**config.mk**
```make
export PLATFORM = sky130hd
export DESIGN_NAME = demux_1to4
export DESIGN_NICKNAME = d
export VERILOG_FILES = /design/src/rtl/demux_1to4.sv
export SDC_FILE = /design/constraint.sdc
export NUM_CORES = 1
export LEC_CHECK = 0
export CORE_AREA = 2 2 39 41
export DETAILED_ROUTE_END_ITERATION = 10
export DIE_AREA = 0 0 41 43
export GPL_TIMING_DRIVEN = 0
export HOLD_SLACK_MARGIN = 0.08
export MAX_ROUTING_LAYER = met4
export PLACE_DENSITY_LB_ADDON = 0.25
export SETUP_SLACK_MARGIN = 0.4
export SLEW_MARGIN = 30
export SYNTH_ARGS = -nofsm -noshare
export SYNTH_HDL_FRONTEND = slang
export SYNTH_SLANG_ARGS = --single-unit
```
**constraint.sdc**
```tcl
create_clock -name clk -period 1.6 [get_ports clk]
set_input_delay 0.32 -clock clk [delete_from_list [all_inputs] [get_ports clk]]
set_output_delay 0.32 -clock clk [all_outputs]
set_load 0.02 [all_outputs]
```
**src/rtl/demux_1to4.sv**
```systemverilog
// Registered 1-to-4 demux, one-entry hold, 1-cycle latency; in_ready = empty or draining, entry held while stalled.
// Per-channel transfer counters are built only when DEMUX_1TO4_CNT_EN is defined.
module demux_1to4 #(
  parameter int WIDTH = 1,
  parameter int CNTW  = 8
) (
  input  logic             clk,
  input  logic             rst,
  input  logic             in_valid,
  output logic             in_ready,
  input  logic [WIDTH-1:0] in_data,
  input  logic             s1,
  input  logic             s2,
  output logic [3:0]       out_valid,
  input  logic [3:0]       out_ready,
  output logic [WIDTH-1:0] out_data,
  input  logic [1:0]       cnt_sel,
  output logic [CNTW-1:0]  cnt_out
);

  typedef enum logic {EMPTY, FULL} state_t;

  typedef struct packed {
    logic [3:0]       code;
    logic [WIDTH-1:0] dat;
  } entry_t;

  state_t state;
  entry_t ent;
  logic   acc;
  logic   drn;

  assign drn       = |(ent.code & out_ready);
  assign in_ready  = ~rst & ((state == EMPTY) | drn);
  assign acc       = in_valid & in_ready;
  assign out_valid = ent.code;
  assign out_data  = ent.dat;

  // acc already implies EMPTY or a drain, so a load needs no further qualifier.
  always_ff @(posedge clk) begin
    if (rst) begin
      state <= EMPTY;
      ent   <= '0;
    end else if (acc) begin
      state    <= FULL;
      ent.code <= 4'b1000 >> {s2, s1};
      ent.dat  <= in_data;
    end else if (drn) begin
      state    <= EMPTY;
      ent.code <= 4'b0000;
    end
  end

`ifdef DEMUX_1TO4_CNT_EN
  logic [CNTW-1:0] cnt [4];

  // Counter index 0 is channel a, which is out_valid bit 3.
  always_ff @(posedge clk) begin
    if (rst) begin
      for (int i = 0; i < 4; i++) cnt[i] <= '0;
    end else begin
      for (int i = 0; i < 4; i++)
        if (ent.code[3-i] & out_ready[3-i]) cnt[i] <= cnt[i] + 1'b1;
    end
  end

  assign cnt_out = cnt[cnt_sel];
`else
  logic unused_cnt_sel;
  assign unused_cnt_sel = ^cnt_sel;
  assign cnt_out = '0;
`endif

endmodule
```
==> out/qor.csv <==
stage,metric,value,unit
drt,via_per_inst,4.30,
floorplanning,fp.coreArea,1380,µm²
floorplanning,start_util,27.8,%
synthesis,synth_ff_type,dfxtp_1,
pwr,finalPower,0.445,mW
clocking,path_clk_slew,0.04,ns
run_status,status,finished clean,
synthesis,ys_ff_latch,6,
setup_path,required,1.28,ns
setup_path,worstRegToRegCells,6,
global_routing,grt_max_degree,10,
clocking,clockBufferDepth,2,
clocking,clock-root-buffer,clkbuf_4,
floorplanning,die_y,43,µm
sta,finalSetupTns,0,ns
setup_path,crit_fanout,2,
global_routing,grt_pass1_vias,324,
setup_path,slowest_stage,dfxtp_2,
min_path,hold_path.class,in2reg,
setup_path,path_cells,"a22oi_4, a31oi_4, buf_6",
sta,drv_slew,0,
global_routing,track_usage,10.8,%
synthesis,ys_seq_area_share,31.3,%
synthesis,yosysMostFrequentCell,buf_4,
min_path,hold_path_depth,3,
clocking,ctsHoldBuffers,0,
setup_path,worstPathArrival,1.04,ns
synthesis,synth.top_cell.area_share,31.3,%
floorplanning,rows,14,
sta,skew,0.000915,ns
sta,fin_crit_sh,85.0,%
synthesis,avgSynthCellArea,9.85,µm²
synthesis,async_reset_ff_share,0,%
synthesis,ys_types,20,
synthesis,yosys.area.top_type,dfxtp_1,
global_routing,grt_pass1_wl,1220,µm
synthesis,yosysWarningCount,0,
sta,period_minus_slack,1.36,ns
sta,setup_ws,0.241,ns
drt,dr.pass1.iters,3,
clocking,tritoncts,built,
pwr,p_leak,0.330,nW
synthesis,netlist_top_cells_count,"buf_4 (8), dfxtp_1 (6), a32o_1 (3), nor2_1 (3)",
sta,hold_viol,0,
clocking,cts_max_level,1,
global_routing,grt_overflow_total,0,
cells_and_area,nNetsFinal,84,
pwr,irDropWorstVdd,0.270,mV
setup_path,timing_worst_setup_path_type,reg2out,
cells_and_area,diodes,0,
clocking,cts.sinks,6,
global_routing,antenna_found_initial,0,
cells_and_area,drive_gt1_share,45.7,%
synthesis,netlist_area,384,µm²
drt,ant_nets,0,
setup_path,end_kind,output pin,
clocking,clk_latency,0.24,ns
clocking,cts_buffers,3,
placement,io_buffer_count,14,
cells_and_area,syn_to_final_growth,66.4,%
synthesis,synth-edff-count,0,
drt,initialDrtViolationCount,6,
placement,place_hpwl,605,µm
floorplanning,io_pins,26,
drt,avgRoutedWirePerCell,10.2,µm
drt,wirelength,875,µm
drt,vias,370,
floorplanning,die-width,41,µm
floorplanning,dieArea,1760,µm²
pwr,power_density,696,nW/µm²
placement,gp_congestion,0.711,
setup_path,worstSetupStartpointType,flop,
placement,pre_cts_ws,-0.555,ns
synthesis,ys_top_cells_by_area,"dfxtp_1 (31%), buf_4 (16%), a22oi_4 (11%)",
sta,setup_viol,0,
setup_path,cp_slowest_stage_delay,0.33,ns
synthesis,syn-instance-count,39,
sta,fmax,736,MHz
sta,rsz0062_at_grt,true,
drt,drcViolationCount,0,
run,max-cap-violations,0,
==> stage by stage <==
stage	instances	utilization, %	cell area, µm²	hold WS [ns]
after CTS	86	47.6	658	0.403
after detailed placement	76	42.1	583	0.492
after global routing	86	46.2	639	0.447
after global placement	76	42.1	583	0.492
after floorplan	46	-	423	0.392
final	86	46.2	639	0.417
==> cell families (layout without fill, tap and decap cells) <==
logic type	Yosys count	after routing	synth area share (%)
DFF	6	6	31.3
AOI/OAI and AO/OA	10	10	30.3
and+or+nand+nor	13	13	20.5
other	1	8	0.976
buffers and inverters	9	33	16.9
==> routing by layer <==
| metal | track usage, % | part of all wire, % |
|---|---|---|
| met1 | 10.9 | 45 |
| met2 | 16.6 | 48 |
| met3 | 3.14 | 7.3 |
| met4 | 8.00 | 0 |
| met5 | - | 0 |
==> state kept, by name, summed over array words and instances (netlist names) <==
register   cells
out_data       1
state          1
out_valid      4
==> critical path: cells and delay by family (launching register included) <==
kind	cells	cell delay, ns
AOI/OAI and AO/OA	2	0.32
buffers and inverters	1	0.15
DFF	1	0.33
==> cell usage in the layout (no fill, tap or decap), drive strengths merged, types with 3 or more instances in the layout <==
cell type      instances
dfxtp                  6
nor2                   3
a32o                   3
conb                   8
buf                   21
clkbuf                 4
clkdlybuf4s50          3
dlygate4sd2            3
==> worst paths after layout <==
kind | to | slack [ns] | startpoint
worst max-delay path | in_ready | 0.24 | out_valid[2]$_SDFFE_PP0P_
worst min-delay path | state$_SDFFE_PP0P_ | 0.42 | in_valid
worst max register to register | out_valid[2]$_SDFFE_PP0P_ | 0.25 | out_valid[2]$_SDFFE_PP0P_
worst min register to register | out_valid[1]$_SDFFE_PP0P_ | 0.50 | out_valid[1]$_SDFFE_PP0P_
==> what timing repair did <==
| item | 4_1_cts | 5_1_grt |
|---|---|---|
| resized for setup | 27 | 8 |
| setup endpoints to repair | 11 | 10 |
| setup buffers | 7 | 0 |
| pin swaps | 3 | 3 |
==> power by group <==
part	total (mW)	internal, mW	switching (mW)	leakage, nW
clock network	0.139	0.0848	0.0539	0.0138
registers	0.169	0.160	0.00945	0.0510
logic	0.137	0.0706	0.0665	0.266
==> area by class of cell <==
type,instances,area [µm²]
multi-input cells,31,234
plain buffers,9,65.1
well taps,16,20.0
repair buffers,21,173
clock buffers,3,22.5
fillers,150,744
flip-flops and latches,6,125
Power figures use the tool's default switching activity.
==> RTL change, RTL diff (config.mk and constraints unchanged) <==
The parameter `CNTW` goes from 8 to 10.
--- a/src/rtl/demux_1to4.sv
+++ b/src/rtl/demux_1to4.sv
@@ -2,7 +2,7 @@
 // Per-channel transfer counters are built only when DEMUX_1TO4_CNT_EN is defined.
 module demux_1to4 #(
   parameter int WIDTH = 1,
-  parameter int CNTW  = 8
+  parameter int CNTW  = 10
 ) (
   input  logic             clk,
   input  logic             rst,
Interface: changed (resized cnt_out); port bits go from 26 to 28. The function was not compared with the original's and may differ.
==> RTL change against the unedited design <==
Synthesized cell count is 5.1% higher; largest power group unchanged; sequential cell count stayed put; area after synthesis is 3.9% higher; design area is 0.20% higher; worst hold slack better by 0.00096 ns; non-clock buffer count is 1 lower; power is 0.63% lower; wire length is 6.3% lower; critical path type unchanged; worst setup slack better by 0.013 ns; first-iteration DRC count is 100% lower.
==> RTL change: results (changes against the unedited design) <==
run_status: "completed"
grt_start_max_net_pins: 10  # unchanged
power.switching_uw: 131  # +0.77%
crit_slowest_cell: "sky130_fd_sc_hd__dfxtp_2"
postRouteWirelength_um: 820  # -6.3%
crit_fanout: 3  # +1
clock_latency_ns: 0.24  # about the same
track_usage: 0.111  # +0.00320
p_leak_nw: 0.334  # +1.0%
ys_top_cells_by_count: "sky130_fd_sc_hd__buf_4 (10), sky130_fd_sc_hd__dfxtp_1 (6), sky130_fd_sc_hd__a32o_1 (3), sky130_fd_sc_hd__nor2_1 (3)"
portBuffers: 14  # unchanged
synth.avg_cell_area_sq_um: 9.73  # -1.2%
ir_drop_mv: 0.233  # -14%
ys.warnings.count: 0  # unchanged
per_cell_routed_wire_length_um: 9.43  # -7.4%
post_synth_main_area_contributors: "sky130_fd_sc_hd__dfxtp_1 (30%), sky130_fd_sc_hd__buf_4 (19%), sky130_fd_sc_hd__a22oi_4 (11%), sky130_fd_sc_hd__a32o_1 (7.5%), sky130_fd_sc_hd__a31oi_2 (3.1%)"
worst_ep_arrival_time_ns: 1.03
drt_first_iter_violations: 0  # -6
num-nets-final: 85  # +1.2%
worst_clk_skew_ns: 0.00372  # +0.00280 ns
synth.top_cell.area_share: 0.301  # -0.0118
seq_area_frac_synth: 0.301  # -0.0118
dr.pass1.iters: 1  # -2
largest_register_ffs: 4  # unchanged
detailed_place.area_sq_um: 606  # +3.9%
grt_overflow_total: 0  # unchanged
dp_slack_ns: -0.548  # +0.00688 ns
ys_async_sr_fraction: 0  # unchanged
cts_made_buffers: 3  # unchanged
dp.cells: 80  # +5.3%
clkSlewWorstSetupHoldPaths_ns: 0.05
synth.distinct_cells: 20  # unchanged
drive_gt1_frac: 0.437  # -0.0205
antennaDiodeCount: 0  # unchanged
grt_pass1_wl_mm: 1.23  # +0.57%
h-tree-depth: 1  # unchanged
clock_tree.buffer_depth: 2  # unchanged
synth_flop_cell: "sky130_fd_sc_hd__dfxtp_1"
critical_path.max_stage_delay_ns: 0.33  # about the same
route.vias.total: 356  # -3.8%
routabilityCongestion: 0.683  # -3.9%
root_buffer: "sky130_fd_sc_hd__clkbuf_4"
grt_antenna_before_repair: 0  # unchanged
first_global_vias: 305  # -5.9%
hold_removal_path_class: "input pin to flop"
-- RTL change: cell types whose count changed after synthesis --
| cell | unedited run | this run |
|---|---|---|
| sky130_fd_sc_hd__buf_4 | 8 | 10 |
-- RTL change: critical path: cells and delay by family, from the launching register on --
family,cells,cell delay (ns)
buffers and inverters,1,0.14
AOI/OAI and AO/OA,2,0.32
DFF,1,0.33
-- RTL change: final timing paths --
check,endpoint,depth (start not counted),start,slack [ns]
worst max-delay path,in_ready,3,out_valid[2],0.25
worst min-delay path,state,3,in_valid,0.42
worst max register to register,out_valid[2],5,out_valid[2],0.35
worst min register to register,out_data,2,out_data,0.50
-- RTL change: cells by family (layout without fill, tap and decap cells) --
| family | Yosys count | count (layout) | synth area share |
|---|---|---|---|
| flops | 6 | 6 | 0.301 |
| simple gates | 13 | 13 | 0.198 |
| other cells | 1 | 10 | 0.00940 |
| buf+inv | 11 | 32 | 0.201 |
| compound gates | 10 | 10 | 0.292 |
-- RTL change: per-layer routing --
layer	share of wire	up-vias	track usage
li1	-	192	-
met1	0.46	153	0.125
met2	0.48	11	0.150
met3	0.062	0	0.0471
met4	0	0	0.0800
met5	0	-	-
-- RTL change: cell type report --
type	instances	area [sq um]
Buffer	11	80.1
Clock buffer	3	22.5
Fill cell	151	743
Multi-Input combinational cell	33	243
Sequential cell	6	125
Tap cell	16	20.0
Timing Repair Buffer	18	150
-- RTL change: timing repair --
action	CTS	global route
endpoints found under the hold margin	0	0
buffers inserted	3	1
pin swaps	3	5
gates resized for setup	25	8
endpoints found under the setup margin	11	10
-- RTL change: power groups by stage --
stage,clock network [mW],logic [mW],registers [mW]
CTS,0.143,0.136,0.169
global placement,0,0.133,0.172
floorplan,0,0.0764,0.179
global route,0.158,0.145,0.170
detailed placement,0,0.133,0.172
finish,0.138,0.135,0.169
-- RTL change: stage by stage --
stage               setup TNS (ns)   util
floorplan                        0      -
global placement            -0.542  0.438
detailed placement          -0.548  0.438
CTS                              0  0.470
global route                     0  0.463
finish                           0  0.463
